### src/rtl/wb_stage_pkg.sv
// Shared pipeline definitions.
// Used by the fetch, operand-fetch and writeback stages.
package wb_stage_pkg;

  localparam int XLEN   = 32;
  localparam int REG_W  = 5;

  localparam int RS_LSB = 21;
  localparam int RT_LSB = 16;
  localparam int RD_LSB = 11;

  localparam logic [REG_W-1:0] REG_ZERO = 5'd0;

  typedef struct packed {
    logic             valid;
    logic             we;
    logic [REG_W-1:0] dest;
    logic [XLEN-1:0]  data;
  } wb_entry_t;

endpackage

### src/rtl/wb_stage_if.sv
// Memory-to-writeback handshake bundle.
// The master is the memory stage; the slave is wb_stage.
interface wb_stage_if #(
  parameter int DATA_W = 32
);
  logic              in_valid;
  logic              in_ready;
  logic [31:0]       in_instruction;
  logic              in_RegWrite;
  logic              in_RegDst;
  logic              in_MemtoReg;
  logic [DATA_W-1:0] in_alu_result;
  logic [DATA_W-1:0] in_mem_data;

  modport master (
    output in_valid, in_instruction, in_RegWrite,
    output in_RegDst, in_MemtoReg,
    output in_alu_result, in_mem_data,
    input  in_ready
  );

  modport slave (
    input  in_valid, in_instruction, in_RegWrite,
    input  in_RegDst, in_MemtoReg,
    input  in_alu_result, in_mem_data,
    output in_ready
  );
endinterface

### src/rtl/wb_stage_entry_reg.sv
// MEM/WB entry register and retire counter.
// An emptied entry is cleared so stale data never leaks out.
module wb_entry_reg #(
  parameter int DATA_W = 32,
  parameter int REG_AW = 5
) (
  input  logic              clk,
  input  logic              rst_n,
  input  logic              load,
  input  logic              retire,
  input  logic              flush,
  input  logic              nxt_we,
  input  logic [REG_AW-1:0] nxt_dest,
  input  logic [DATA_W-1:0] nxt_data,
  output logic              valid,
  output logic              we,
  output logic [REG_AW-1:0] dest,
  output logic [DATA_W-1:0] data,
  output logic [31:0]       count
);
  logic              valid_q;
  logic              we_q;
  logic [REG_AW-1:0] dest_q;
  logic [DATA_W-1:0] data_q;
  logic [31:0]       count_q;

  always_ff @(posedge clk or negedge rst_n) begin
    if (!rst_n) begin
      valid_q <= 1'b0;
      we_q    <= 1'b0;
      dest_q  <= '0;
      data_q  <= '0;
    end else if (flush || (retire && !load)) begin
      valid_q <= 1'b0;
      we_q    <= 1'b0;
      dest_q  <= '0;
      data_q  <= '0;
    end else if (load) begin
      valid_q <= 1'b1;
      we_q    <= nxt_we;
      dest_q  <= nxt_dest;
      data_q  <= nxt_data;
    end
  end

  always_ff @(posedge clk or negedge rst_n) begin
    if (!rst_n)
      count_q <= '0;
    else if (retire)
      count_q <= count_q + 32'd1;
  end

  assign valid = valid_q;
  assign we    = we_q;
  assign dest  = dest_q;
  assign data  = data_q;
  assign count = count_q;
endmodule

### src/rtl/wb_stage_mux.sv
// Generic two-input multiplexer.
// Selects b when sel is high, otherwise a.
module MUX_2x1 #(
  parameter int W = 32
) (
  input  logic [W-1:0] a,
  input  logic [W-1:0] b,
  input  logic         sel,
  output logic [W-1:0] y
);
  assign y = sel ? b : a;
endmodule

### src/rtl/wb_stage.sv
// Writeback stage: MEM/WB register, result select,
// register-file write port, bypass and retire count.
module wb_stage
  import wb_stage_pkg::*;
#(
  parameter int DATA_W = 32,
  parameter int REG_AW = 5
) (
  input  logic              clk,
  input  logic              rst_n,
  wb_stage_if.slave         mem,
  input  logic              flush,
  input  logic              rf_busy,
  output logic              RegWrite,
  output logic [REG_AW-1:0] writereg,
  output logic [DATA_W-1:0] writedata,
  input  logic [REG_AW-1:0] fwd_rs_addr,
  input  logic [REG_AW-1:0] fwd_rt_addr,
  output logic              fwd_rs_hit,
  output logic              fwd_rt_hit,
  output logic [DATA_W-1:0] fwd_data,
  output logic [31:0]       retire_count
);
  logic              valid;
  logic              we;
  logic [REG_AW-1:0] dest;
  logic [DATA_W-1:0] data;
  logic              load;
  logic              retire;
  logic [REG_AW-1:0] nxt_dest;
  logic [DATA_W-1:0] nxt_data;
  logic              nxt_we;
  logic              unused_bits;

  MUX_2x1 #(.W(REG_AW)) u_dst_mux (
    .a   (mem.in_instruction[RT_LSB +: REG_AW]),
    .b   (mem.in_instruction[RD_LSB +: REG_AW]),
    .sel (mem.in_RegDst),
    .y   (nxt_dest)
  );

  MUX_2x1 #(.W(DATA_W)) u_res_mux (
    .a   (mem.in_alu_result),
    .b   (mem.in_mem_data),
    .sel (mem.in_MemtoReg),
    .y   (nxt_data)
  );

  // $zero writes are dropped here so bypass never matches r0
  assign nxt_we = mem.in_RegWrite
                && (nxt_dest != REG_AW'(REG_ZERO));

  assign mem.in_ready = !flush && (!valid || !rf_busy);
  assign load         = mem.in_valid && mem.in_ready;
  assign retire       = valid && !rf_busy && !flush;

  wb_entry_reg #(
    .DATA_W (DATA_W),
    .REG_AW (REG_AW)
  ) u_entry (
    .clk      (clk),
    .rst_n    (rst_n),
    .load     (load),
    .retire   (retire),
    .flush    (flush),
    .nxt_we   (nxt_we),
    .nxt_dest (nxt_dest),
    .nxt_data (nxt_data),
    .valid    (valid),
    .we       (we),
    .dest     (dest),
    .data     (data),
    .count    (retire_count)
  );

  assign RegWrite   = retire && we;
  assign writereg   = valid ? dest : '0;
  assign writedata  = valid ? data : '0;
  assign fwd_rs_hit = valid && we && (dest == fwd_rs_addr);
  assign fwd_rt_hit = valid && we && (dest == fwd_rt_addr);
  assign fwd_data   = data;

  assign unused_bits = ^{mem.in_instruction[31:21],
                         mem.in_instruction[10:0]};
endmodule

### src/flat_wrapper.sv
// flat-port wrapper written by rule: the top's interface ports become plain ports
module wb_stage_flat import wb_stage_pkg::*;
#(
  parameter int DATA_W = 32,
  parameter int REG_AW = 5
)
  (clk, rst_n, flush, rf_busy, RegWrite, writereg, writedata, fwd_rs_addr, fwd_rt_addr, fwd_rs_hit, fwd_rt_hit, fwd_data, retire_count, mem_in_valid, mem_in_instruction, mem_in_RegWrite, mem_in_RegDst, mem_in_MemtoReg, mem_in_alu_result, mem_in_mem_data, mem_in_ready);
  wb_stage_if #(.DATA_W(DATA_W)) mem_i ();
  input  logic clk;
  input  logic rst_n;
  input  logic flush;
  input  logic rf_busy;
  output logic RegWrite;
  output logic [REG_AW-1:0] writereg;
  output logic [DATA_W-1:0] writedata;
  input  logic [REG_AW-1:0] fwd_rs_addr;
  input  logic [REG_AW-1:0] fwd_rt_addr;
  output logic fwd_rs_hit;
  output logic fwd_rt_hit;
  output logic [DATA_W-1:0] fwd_data;
  output logic [31:0] retire_count;
  input wire logic [$bits(mem_i.in_valid)-1:0] mem_in_valid;
  input wire logic [$bits(mem_i.in_instruction)-1:0] mem_in_instruction;
  input wire logic [$bits(mem_i.in_RegWrite)-1:0] mem_in_RegWrite;
  input wire logic [$bits(mem_i.in_RegDst)-1:0] mem_in_RegDst;
  input wire logic [$bits(mem_i.in_MemtoReg)-1:0] mem_in_MemtoReg;
  input wire logic [$bits(mem_i.in_alu_result)-1:0] mem_in_alu_result;
  input wire logic [$bits(mem_i.in_mem_data)-1:0] mem_in_mem_data;
  output wire logic [$bits(mem_i.in_ready)-1:0] mem_in_ready;
  assign mem_i.in_valid = mem_in_valid;
  assign mem_i.in_instruction = mem_in_instruction;
  assign mem_i.in_RegWrite = mem_in_RegWrite;
  assign mem_i.in_RegDst = mem_in_RegDst;
  assign mem_i.in_MemtoReg = mem_in_MemtoReg;
  assign mem_i.in_alu_result = mem_in_alu_result;
  assign mem_i.in_mem_data = mem_in_mem_data;
  assign mem_in_ready = mem_i.in_ready;
  wb_stage #(.DATA_W(DATA_W), .REG_AW(REG_AW)) u_core (.clk(clk), .rst_n(rst_n), .mem(mem_i), .flush(flush), .rf_busy(rf_busy), .RegWrite(RegWrite), .writereg(writereg), .writedata(writedata), .fwd_rs_addr(fwd_rs_addr), .fwd_rt_addr(fwd_rt_addr), .fwd_rs_hit(fwd_rs_hit), .fwd_rt_hit(fwd_rt_hit), .fwd_data(fwd_data), .retire_count(retire_count));
endmodule
### config.mk
export PLATFORM = sky130hd
export DESIGN_NAME = wb_stage_flat
export DESIGN_NICKNAME = d
export VERILOG_FILES = /design/src/rtl/wb_stage_pkg.sv /design/src/rtl/wb_stage_if.sv /design/src/rtl/wb_stage_entry_reg.sv /design/src/rtl/wb_stage_mux.sv /design/src/rtl/wb_stage.sv /design/src/flat_wrapper.sv
export SDC_FILE = /design/constraint.sdc
export NUM_CORES = 1
export LEC_CHECK = 0
export CORE_MARGIN = 2
export CORE_UTILIZATION = 30
export DETAILED_ROUTE_END_ITERATION = 12
export GPL_ROUTABILITY_DRIVEN = 0
export MAX_ROUTING_LAYER = met4
export PLACE_DENSITY_LB_ADDON = 0.2
export SYNTH_ARGS = -nofsm -noshare
export SYNTH_HDL_FRONTEND = slang
export SYNTH_SLANG_ARGS = --single-unit
### constraint.sdc
create_clock -name clk -period 1.9 [get_ports clk]
set_clock_uncertainty 0.05 [all_clocks]
set_input_delay 0.19 -clock clk [delete_from_list [all_inputs] [get_ports clk]]
set_output_delay 0.19 -clock clk [all_outputs]
set_load 0.02 [all_outputs]
# == Word level (Yosys, flattened, before mapping) ==
# Index checks and enable logic that the tools add are counted.
# classes
addsub,1
n_eq_ne,2
muxes,12
reduce_logical,18
# ops
operator,count
two-way mux 32 bit,4
"adder 32 x 1 -> 32 bit, second input constant",1
two-way mux 5 bit,4
equality test 5 bit,2
logical AND 1 bit,10
nonzero test 5 bit,1
zero test 1 bit,4
two-way mux 1 bit,4
logical OR 1 bit,2
nonzero test 2 bit,1
# word_totals
register_bits,71
output_inout_bits,105
wordCells,38

# == Logic depth before layout (Yosys ltp) ==
# Gate-level depths: netlist (run 1).
# logic_depth
depth_word,8
mapped_depth,6
mapped_depth_nobuf,5

# == Cells and area by module ==
# From an unflattened synthesis (run 1), not the netlist that was laid out.
# hier_totals
cells_unflattened,319
hier_area_um2,3834.9
# by_module_without_submodules
mod,instances,cells_per_inst,area_each_um2
wb_entry_reg,1,216,2827.7
MUX_2x1 (u_core.u_res_mux),1,36,544.3
wb_stage,1,62,406.6
MUX_2x1 (u_core.u_dst_mux),1,5,56.3

# == Worst setup path before layout (run 1) ==
# No wires, ideal clock.
# synth_path
kind,flip-flop to flip-flop
startpoint,"reg u_core.u_entry.count_q[0], in the netlist u_core.u_entry.count[0]"
endpoint,"reg u_core.u_entry.count_q[18], in the netlist u_core.u_entry.count[18]"
setup_time_ps,130
arrival_time_ps,1712
slack_ps,8
path_stages_with_launch,6
path_buffers,0
synth_period_minus_slack_ps,1892
cell_sequence,dfrtp_1 -> ha_1 -> nand4bb_1 -> nor4_4 -> nand4_1 -> xnor2_1
# synth_between
elab_chain_cells,1
# synth_lines
element,line,text
start: declaration,wb_stage_entry_reg.sv:25,logic [31:0] count_q;
start signal: assignment,wb_stage_entry_reg.sv:50,count_q <= count_q + 32'd1;
adder 32 x 1 -> 32 bit,wb_stage_entry_reg.sv:50,
# No other way between the ends.
# A chain may end at the register's enable or synchronous reset.

# == Worst setup path after layout (run 1) ==
# layout_path
startpoint,"reg u_core.u_entry.dest_q[0], in the netlist u_core.u_entry.dest[0]"
endpoint,out fwd_rs_hit
# layout_between
elab_chain_cells,2
# layout_lines
element,line,text
start: declaration,wb_stage_entry_reg.sv:23,logic [REG_AW-1:0] dest_q;
start signal: assignment,wb_stage_entry_reg.sv:41,dest_q <= nxt_dest;
equality test 5 bit,wb_stage.sv:79,assign fwd_rs_hit = valid && we && (dest == fwd_rs_addr);
logical AND 1 bit,wb_stage.sv:79,
end: declaration,flat_wrapper.sv:18,output logic fwd_rs_hit;
# No other way between the ends.

==> results by group, run 1 <==
Power and ir drop
  • PD cells: around 730 nW/um^2
  • Total power: 4.50 mW
  • Peak VDD IR: 0.000503 V
  • Leak Pwr: 2.85 nW

Critical path
  • Critical Path Slowest Stage Cell: dfrtp_1
  • Arrival time worst endpoint: 1570 ps
  • Worst r2r dst: u_core.u_entry.count[22]$_DFFE_PN0P_
  • Worst Path Buf+Inv: 1
  • Maximum fanout along the worst path: 4
  • CP Launch Type: flop
  • CP Capture Type: output pin
  • R2r startpoint: u_core.u_entry.valid$_DFFE_PN0P_
  • Slowest stage delay, CP: around 440 ps
  • Critical path cell sequence: xnor2_1 > nand4_1 > nor3_1 > clkdlybuf4s15_1
  • Worst R2R Setup Slack: 180 ps
  • Stages on the worst setup path: 4
  • Family with the most delay on the worst path: flip-flops
  • Worst EP required: approximately 1700 ps
  • R2r worst-path depth: 6
  • WS Path Type: flop to output pin

Timing
  • RSZ-0062 raised after global routing: false
  • Worst-Margin Slew: between 400 and 500 ps
  • Max Slew Vio Count: 0
  • Tmin final: roughly 1800 ps
  • FMAX: ~0.55 GHz
  • Setup violators final: 0
  • Final Hold Viols: 0
  • Post-route clock period utilization: about 95%
  • Slew headroom: between 60% and 70%
  • Min setup slack post-route: a little under 90 ps

Place
  • Cells after DPL: approximately 700
  • Detail Placement HPWL: roughly 8600 um
  • Port bufs: slightly below 200
  • Setup slack after placement: -33.2 ps
  • Post-DP Area: 5910 um^2

Layout
  • Diode count: 0
  • Layout area overhead: 69.1%
  • Cell Count, Final, Fillers Out: 720
  • Share of cells above drive strength 1: 7.85%
  • Final Instance Area: between 6000 and 7000 um^2
  • # fillers: 1109
  • Footprint of the multi-input gates: 1810 um^2
  • Nets: approximately 700
  • Core Util, Final: approximately 52%
  • Register area: 1780 um^2

Synthesis
  • Synth Cell Area: roughly 3700 um^2
  • Leading area contributor after synthesis: dfrtp_1
  • Synth Register Bits: 71
  • Number of synthesized flops with an enable pin: 0
  • Yosys Warn Count: 0
  • Share of the synthesized area in the top cell type: between 40% and 50%
  • Most common cell in the netlist: dfrtp_1
  • Mapped Cells: 360
  • Most frequent cells after synthesis: 71 x dfrtp_1, 47 x nand2_1, 38 x and2_1, 37 x mux2i_1, 37 x o21ai_0
  • Syn Nets: 475
  • Avg Cell Area, Syn: 10.2 um^2
  • Seq/Total Area, Yosys: roughly 48%
  • Dominant cells by area after synthesis: dfrtp_1 48%, mux2i_1 10%, xnor2_1 7.6%
  • FFs w/ async S/R, synth: 100%
  • Synth Flop Type: dfrtp_1
  • Synth cell types: 34

Drt
  • DRC Markers: 0
  • Total length of routed wires: around 11000 um
  • Starting DRC count in detailed routing: between 150 and 200
  • Routed via count: about 3400
  • Post-DR vias/cell: 4.70
  • WL/cell: about 15 um
  • Post-route ant nets: 0
  • Router iterations before antenna repair: 4

Floorplan
  • Initial core utilization: 30.7%
  • Die H: roughly 110 um
  • IO Pins: roughly 220
  • Core area: 12000 um^2
  • # rows: 40
  • DIE AREA: about 13000 um^2
  • Die Wd: around 110 um

GRT
  • First-pass GRT wire length: roughly 18000 um
  • Met2 Track Usage GR: between 20 and 30%
  • Grt met3 use: roughly 5.8%
  • Layer with the highest usage: met2
  • Vias in the first global route: between 3000 and 4000
  • Grt met1 use: around a fifth
  • Initial antenna violation count: 0
  • GRT overflow: 0
  • Gr usage total: about 18%
  • Largest net degree at the start of global routing: 38

CTS
  • Worst-Skew Late Latency: 330 ps
  • CTS root buf: clkbuf_16
  • Clock buffer depth: 2
  • H-tree depth: 3
  • TritonCTS Buffers: 9
  • Clock Sinks: 71
  • CTS tree: built
  • Worst-path clk slew: 60 ps

Worst hold path
  • Type of the most critical hold path: primary input to async pin

Run status
  • Status: finished clean

Job
  • Max_cap viols: 0
[flip-flops by register name (all words and copies together) (netlist names)]
register	cells
u_core.u_entry.count	32
u_core.u_entry.data	32
u_core.u_entry.dest	5
u_core.u_entry.valid	1
u_core.u_entry.we	1
[repair_timing]
action                                 CTS  global route
endpoints found under the hold margin   34             0
setup buffers                            1             0
setup endpoints to repair               41             2
resized for setup                       42             2
hold buffers                             1             0
[worst max-delay path by stage]
stage | from | endpoint | slack, ps
2_1_floorplan | u_core.u_entry.count[0]$_DFFE_PN0P_ | u_core.u_entry.count[18]$_DFFE_PN0P_ | 8
3_3_place_gp | fwd_rs_addr[1] | fwd_rs_hit | -40
4_1_cts | u_core.u_entry.dest[0]$_DFFE_PN0P_ | fwd_rs_hit | 50
5_1_grt | u_core.u_entry.dest[0]$_DFFE_PN0P_ | fwd_rs_hit | 6
6_report | u_core.u_entry.dest[0]$_DFFE_PN0P_ | fwd_rs_hit | 90
3_5_place_dp | fwd_rs_addr[3] | fwd_rs_hit | -30
[cell type report]
class / instances / area share, %
Timing Repair Buffer: 216 / 33.8
Multi-Input combinational cell: 268 / 29.2
Sequential cell: 71 / 28.7
Clock buffer: 10 / 3.85
Tap cell: 147 / 2.97
Clock inverter: 6 / 1.35
Inverter: 2 / 0.121
[power breakdown]
group | total, mW | internal [mW] | leakage, nW | switching, mW
registers | 1.71 | 1.61 | 0.956 | 0.0981
logic | 0.955 | 0.518 | 1.73 | 0.438
clock network | 1.84 | 1.18 | 0.162 | 0.657
[kinds of logic after synthesis]
logic type	Yosys count	synth area share (%)
multiplexers	38	10.4
adder cells (fa/ha/maj)	1	0.341
flip-flops	71	48.4
XOR/XNOR	41	9.79
AND/OR/NAND/NOR	147	23.0
buffers and inverters	21	2.29
AO/OA/AOI/OAI	41	5.77
[layout by cell type, fill, tap and decap left out, types with 2 or more instances in the layout]
master / count
nand4_1: 13
nand2_1: 47
o21ai_0: 37
bufinv_16: 2
xnor2_1: 32
buf_4: 17
buf_12: 3
clkinv_2: 3
clkdlybuf4s15_1: 2
and2_1: 38
and3_1: 6
and4_1: 5
inv_1: 2
clkdlybuf4s50_1: 153
nand3_1: 11
clkbuf_16: 9
nor4_1: 3
a21oi_1: 2
dlygate4sd2_1: 39
mux2i_1: 37
xor2_1: 9
nor3_1: 6
dfrtp_1: 70
nor2_1: 6
[metrics by stage]
step | hold slack, ps | TNS (ps)
detailed placement | 141 | -184
finish | 320 | 0
CTS | 337 | 0
global placement | 129 | -70.8
floorplan | -156 | 0
global route | 352 | 0
[per-layer routing]
layer | share of wire, % | up-vias
met5 | 0 | -
li1 | - | 1662
met3 | 8.0 | 11
met4 | 1.2 | 0
met2 | 49 | 126
met1 | 42 | 1587
Note: power is estimated with default switching activity, not from simulation.
==> inputs of run 2 (changes only) <==
--- a/config.mk
+++ b/config.mk
@@ -5,6 +5,7 @@
 export SDC_FILE = /design/constraint.sdc
 export NUM_CORES = 1
 export LEC_CHECK = 0
+export CAP_MARGIN = 10
 export CORE_MARGIN = 2
 export CORE_UTILIZATION = 30
 export DETAILED_ROUTE_END_ITERATION = 12
==> results of run 2 <==
Final layout, timing and power as in run 1 (identical DEF).
==> inputs of run 3 (changes only) <==
==> constraint.sdc (replaced) <==
create_clock -name clk -period 1.57 [get_ports clk]
set_clock_uncertainty 0.05 [all_clocks]
set_input_delay 0.157 -clock clk [delete_from_list [all_inputs] [get_ports clk]]
set_output_delay 0.157 -clock clk [all_outputs]
set_load 0.02 [all_outputs]
==> run 3 against run 2 <==
  * The flow now finishes with violations (setup timing)
  * Combinational power up 31%
  * Critical path depth is the same
  * Total power grew 19%
  * Critical path type unchanged
  * Largest power group is now registers
==> results by group, run 3 (synthesis results as in run 1) <==
Run status
  • Status: finished, violations left (was finished clean)
  • Violated checks: setup timing

Timing
  • Final Hold Viols: 0 (unchanged)
  • Setup violators final: 1 (was 0)
  • Worst-Margin Slew: 411 ps (was 495 ps)
  • Min setup slack post-route: -8.67 ps (was 88.9 ps)
  • RSZ-0062 raised after global routing: true (was false)
  • Post-route clock period utilization: 101%
  • Max Slew Vio Count: 0 (unchanged)
  • Slew headroom: 72.6% (was 67.0%)
  • FMAX: around 0.63 GHz
  • Tmin final: about 1600 ps

Critical path
  • CP Launch Type: flop (unchanged)
  • CP Capture Type: output pin (unchanged)
  • Arrival time worst endpoint: 1370 ps (was 1570 ps)
  • Slowest stage delay, CP: 420 ps (was 440 ps)
  • Critical Path Slowest Stage Cell: dfrtp_1 (unchanged)
  • Worst EP required: 1360 ps (was 1660 ps)
  • Maximum fanout along the worst path: 3 (was 4)
  • Critical path cell sequence: xnor2_1 > nand4_1 > nor3_2 > buf_4 (was xnor2_1 > nand4_1 > nor3_1 > clkdlybuf4s15_1)
  • R2r startpoint: u_core.u_entry.valid$_DFFE_PN0P_ (unchanged)
  • WS Path Type: flop to output pin (unchanged)
  • CP Launch Point: u_core.u_entry.dest[1]$_DFFE_PN0P_ (was u_core.u_entry.dest[0]$_DFFE_PN0P_)

Layout
  • Diode count: 0 (unchanged)
  • Core Util, Final: 54.8% (was 51.8%)
  • Register area: 1790 um^2 (was 1780 um^2)
  • Share of cells above drive strength 1: 24.8% (was 7.85%)
  • Most frequent cells in the layout: 106 x clkdlybuf4s50_1, 58 x dfrtp_1, 46 x nand2_1, 40 x buf_4, 38 x and2_1 (was 153 x clkdlybuf4s50_1, 70 x dfrtp_1, 47 x nand2_1, 39 x dlygate4sd2_1, 38 x and2_1)
  • Nets: 714 (was 683)
  • Layout area overhead: 78.7% (was 69.1%)
  • Commonest non-fill, non-tap cell in the layout: clkdlybuf4s50_1 (unchanged)
  • Footprint of the multi-input gates: 1980 um^2 (was 1810 um^2)
  • # fillers: 1113 (was 1109)

GRT
  • Largest net degree at the start of global routing: 33 (was 38)
  • First-pass GRT wire length: 18300 um (was 17600 um)
  • Vias in the first global route: 3635 (was 3517)
  • Gr usage total: 18.4% (was 17.6%)
  • GRT overflow: 0 (unchanged)
  • Initial antenna violation count: 0 (unchanged)

Floorplan
  • IO Pins: 219 (unchanged)
  • Die H: 115 um (unchanged)
  • DIE AREA: 13100 um^2 (unchanged)
  • Die Wd: 115 um (unchanged)
  • Initial core utilization: 30.7% (unchanged)
  • # rows: 40 (unchanged)
  • Core area: 12000 um^2 (unchanged)

Drt
  • Routed via count: 3556 (was 3386)
  • DRC Markers: 0 (unchanged)
  • WL/cell: 15.7 um (was 15.4 um)
  • Post-DR vias/cell: 4.74 (was 4.70)
  • Starting DRC count in detailed routing: 148 (was 162)
  • Post-route ant nets: 0 (unchanged)
  • Router iterations before antenna repair: 4 (unchanged)
  • Total length of routed wires: 11800 um (was 11100 um)

CTS
  • Worst-Skew Late Latency: 330 ps (about the same)
  • CTS root buf: clkbuf_16 (unchanged)
  • Clock Sinks: 71 (unchanged)
  • Worst-path clk slew: 60 ps (about the same)
  • Clock buffer depth: 2 (unchanged)
  • CTS tree: built (unchanged)
  • H-tree depth: 3 (unchanged)
  • TritonCTS Buffers: 9 (unchanged)

Worst hold path
  • Type of the most critical hold path: primary input to async pin (unchanged)

Job
  • Max_cap viols: 0 (unchanged)

Power and ir drop
  • Leak Pwr: 3.39 nW (was 2.85 nW)
  • PD cells: 819 nW/um^2 (was 726 nW/um^2)
  • Peak VDD IR: 0.000494 V (was 0.000503 V)
  • Total power: 5.37 mW (was 4.50 mW)

Place
  • Detail Placement HPWL: 9170 um (was 8640 um)
  • Port bufs: 196 (unchanged)
==> run 3: cell types whose count changed in the layout (fill, tap and decap cells not counted), sizes merged, moves of 3 or more <==
cell           previous run  this run
buf                      21        84
dlymetal6s2s              0        19
clkbuf                   10        13
clkdlybuf4s15             2         8
dlygate4sd2              39        28
clkdlybuf4s50           153       106
==> run 3: area by class of cell <==
cell class / count / area share [%]
inverter: 2 / 0.115
clock inverter: 4 / 0.687
sequential: 71 / 27.4
tap: 147 / 2.81
timing repair buffer: 247 / 34.9
clock buffer: 12 / 3.91
multi-input combinational: 268 / 30.2
==> run 3: stage by stage <==
step | hold slack, ps | instance area (um^2) | cells | setup slack (ps) | setup TNS (ps)
finish | 242 | 6550 | 751 | -8.67 | -8.67
global route | 283 | 6550 | 751 | -107 | -3240
CTS | 254 | 6350 | 747 | -50.4 | -57.7
detailed placement | 66.1 | 6180 | 728 | -341 | -16850
global placement | 65.7 | 6180 | 728 | -287 | -14300
floorplan | -189 | 3720 | 360 | -42.5 | -264
==> run 3: worst max-delay path: cells and delay by family, from the launching register on <==
kind	cells	cell delay, ps
buf+inv	1	160
flops	1	420
simple gates	2	290
xor+xnor	1	180
==> run 3: worst paths after layout <==
check	endpoint	slack (ps)	cells past startpoint
min reg2reg	u_core.u_entry.count[31]$_DFFE_PN0P_	420	1
max reg2reg	u_core.u_entry.count[19]$_DFFE_PN0P_	10	5
max in group asynchronous	u_core.u_entry.count[13]$_DFFE_PN0P_	630	3
min in group clk	u_core.u_entry.data[29]$_DFFE_PN0P_	370	4
max	fwd_rt_hit	-9	4
min	u_core.u_entry.count[30]$_DFFE_PN0P_	240	2
==> run 3: power breakdown <==
part	internal (mW)	switching, mW
logic	0.654	0.594
registers	1.96	0.111
clock network	1.31	0.745
total	3.92	1.45
==> run 3: what timing repair did <==
action / CTS / global route
hold endpoints to repair: 27 / 0
endpoints found under the setup margin: 126 / 92
hold buffers: 1 / 0
buffers inserted: 2 / 4
gates resized for setup: 196 / 72
cloned: 1 / 0
pin swaps: 8 / 22
==> run 3: layer usage <==
metal | track usage (%) | vias to the layer above | wire, um
met1 | 21.5 | 1671 | 4790
met3 | 3.92 | 20 | 742
met4 | 7.48 | 0 | 247
met5 | - | - | 0
li1 | - | 1721 | -
met2 | 30.7 | 144 | 5990
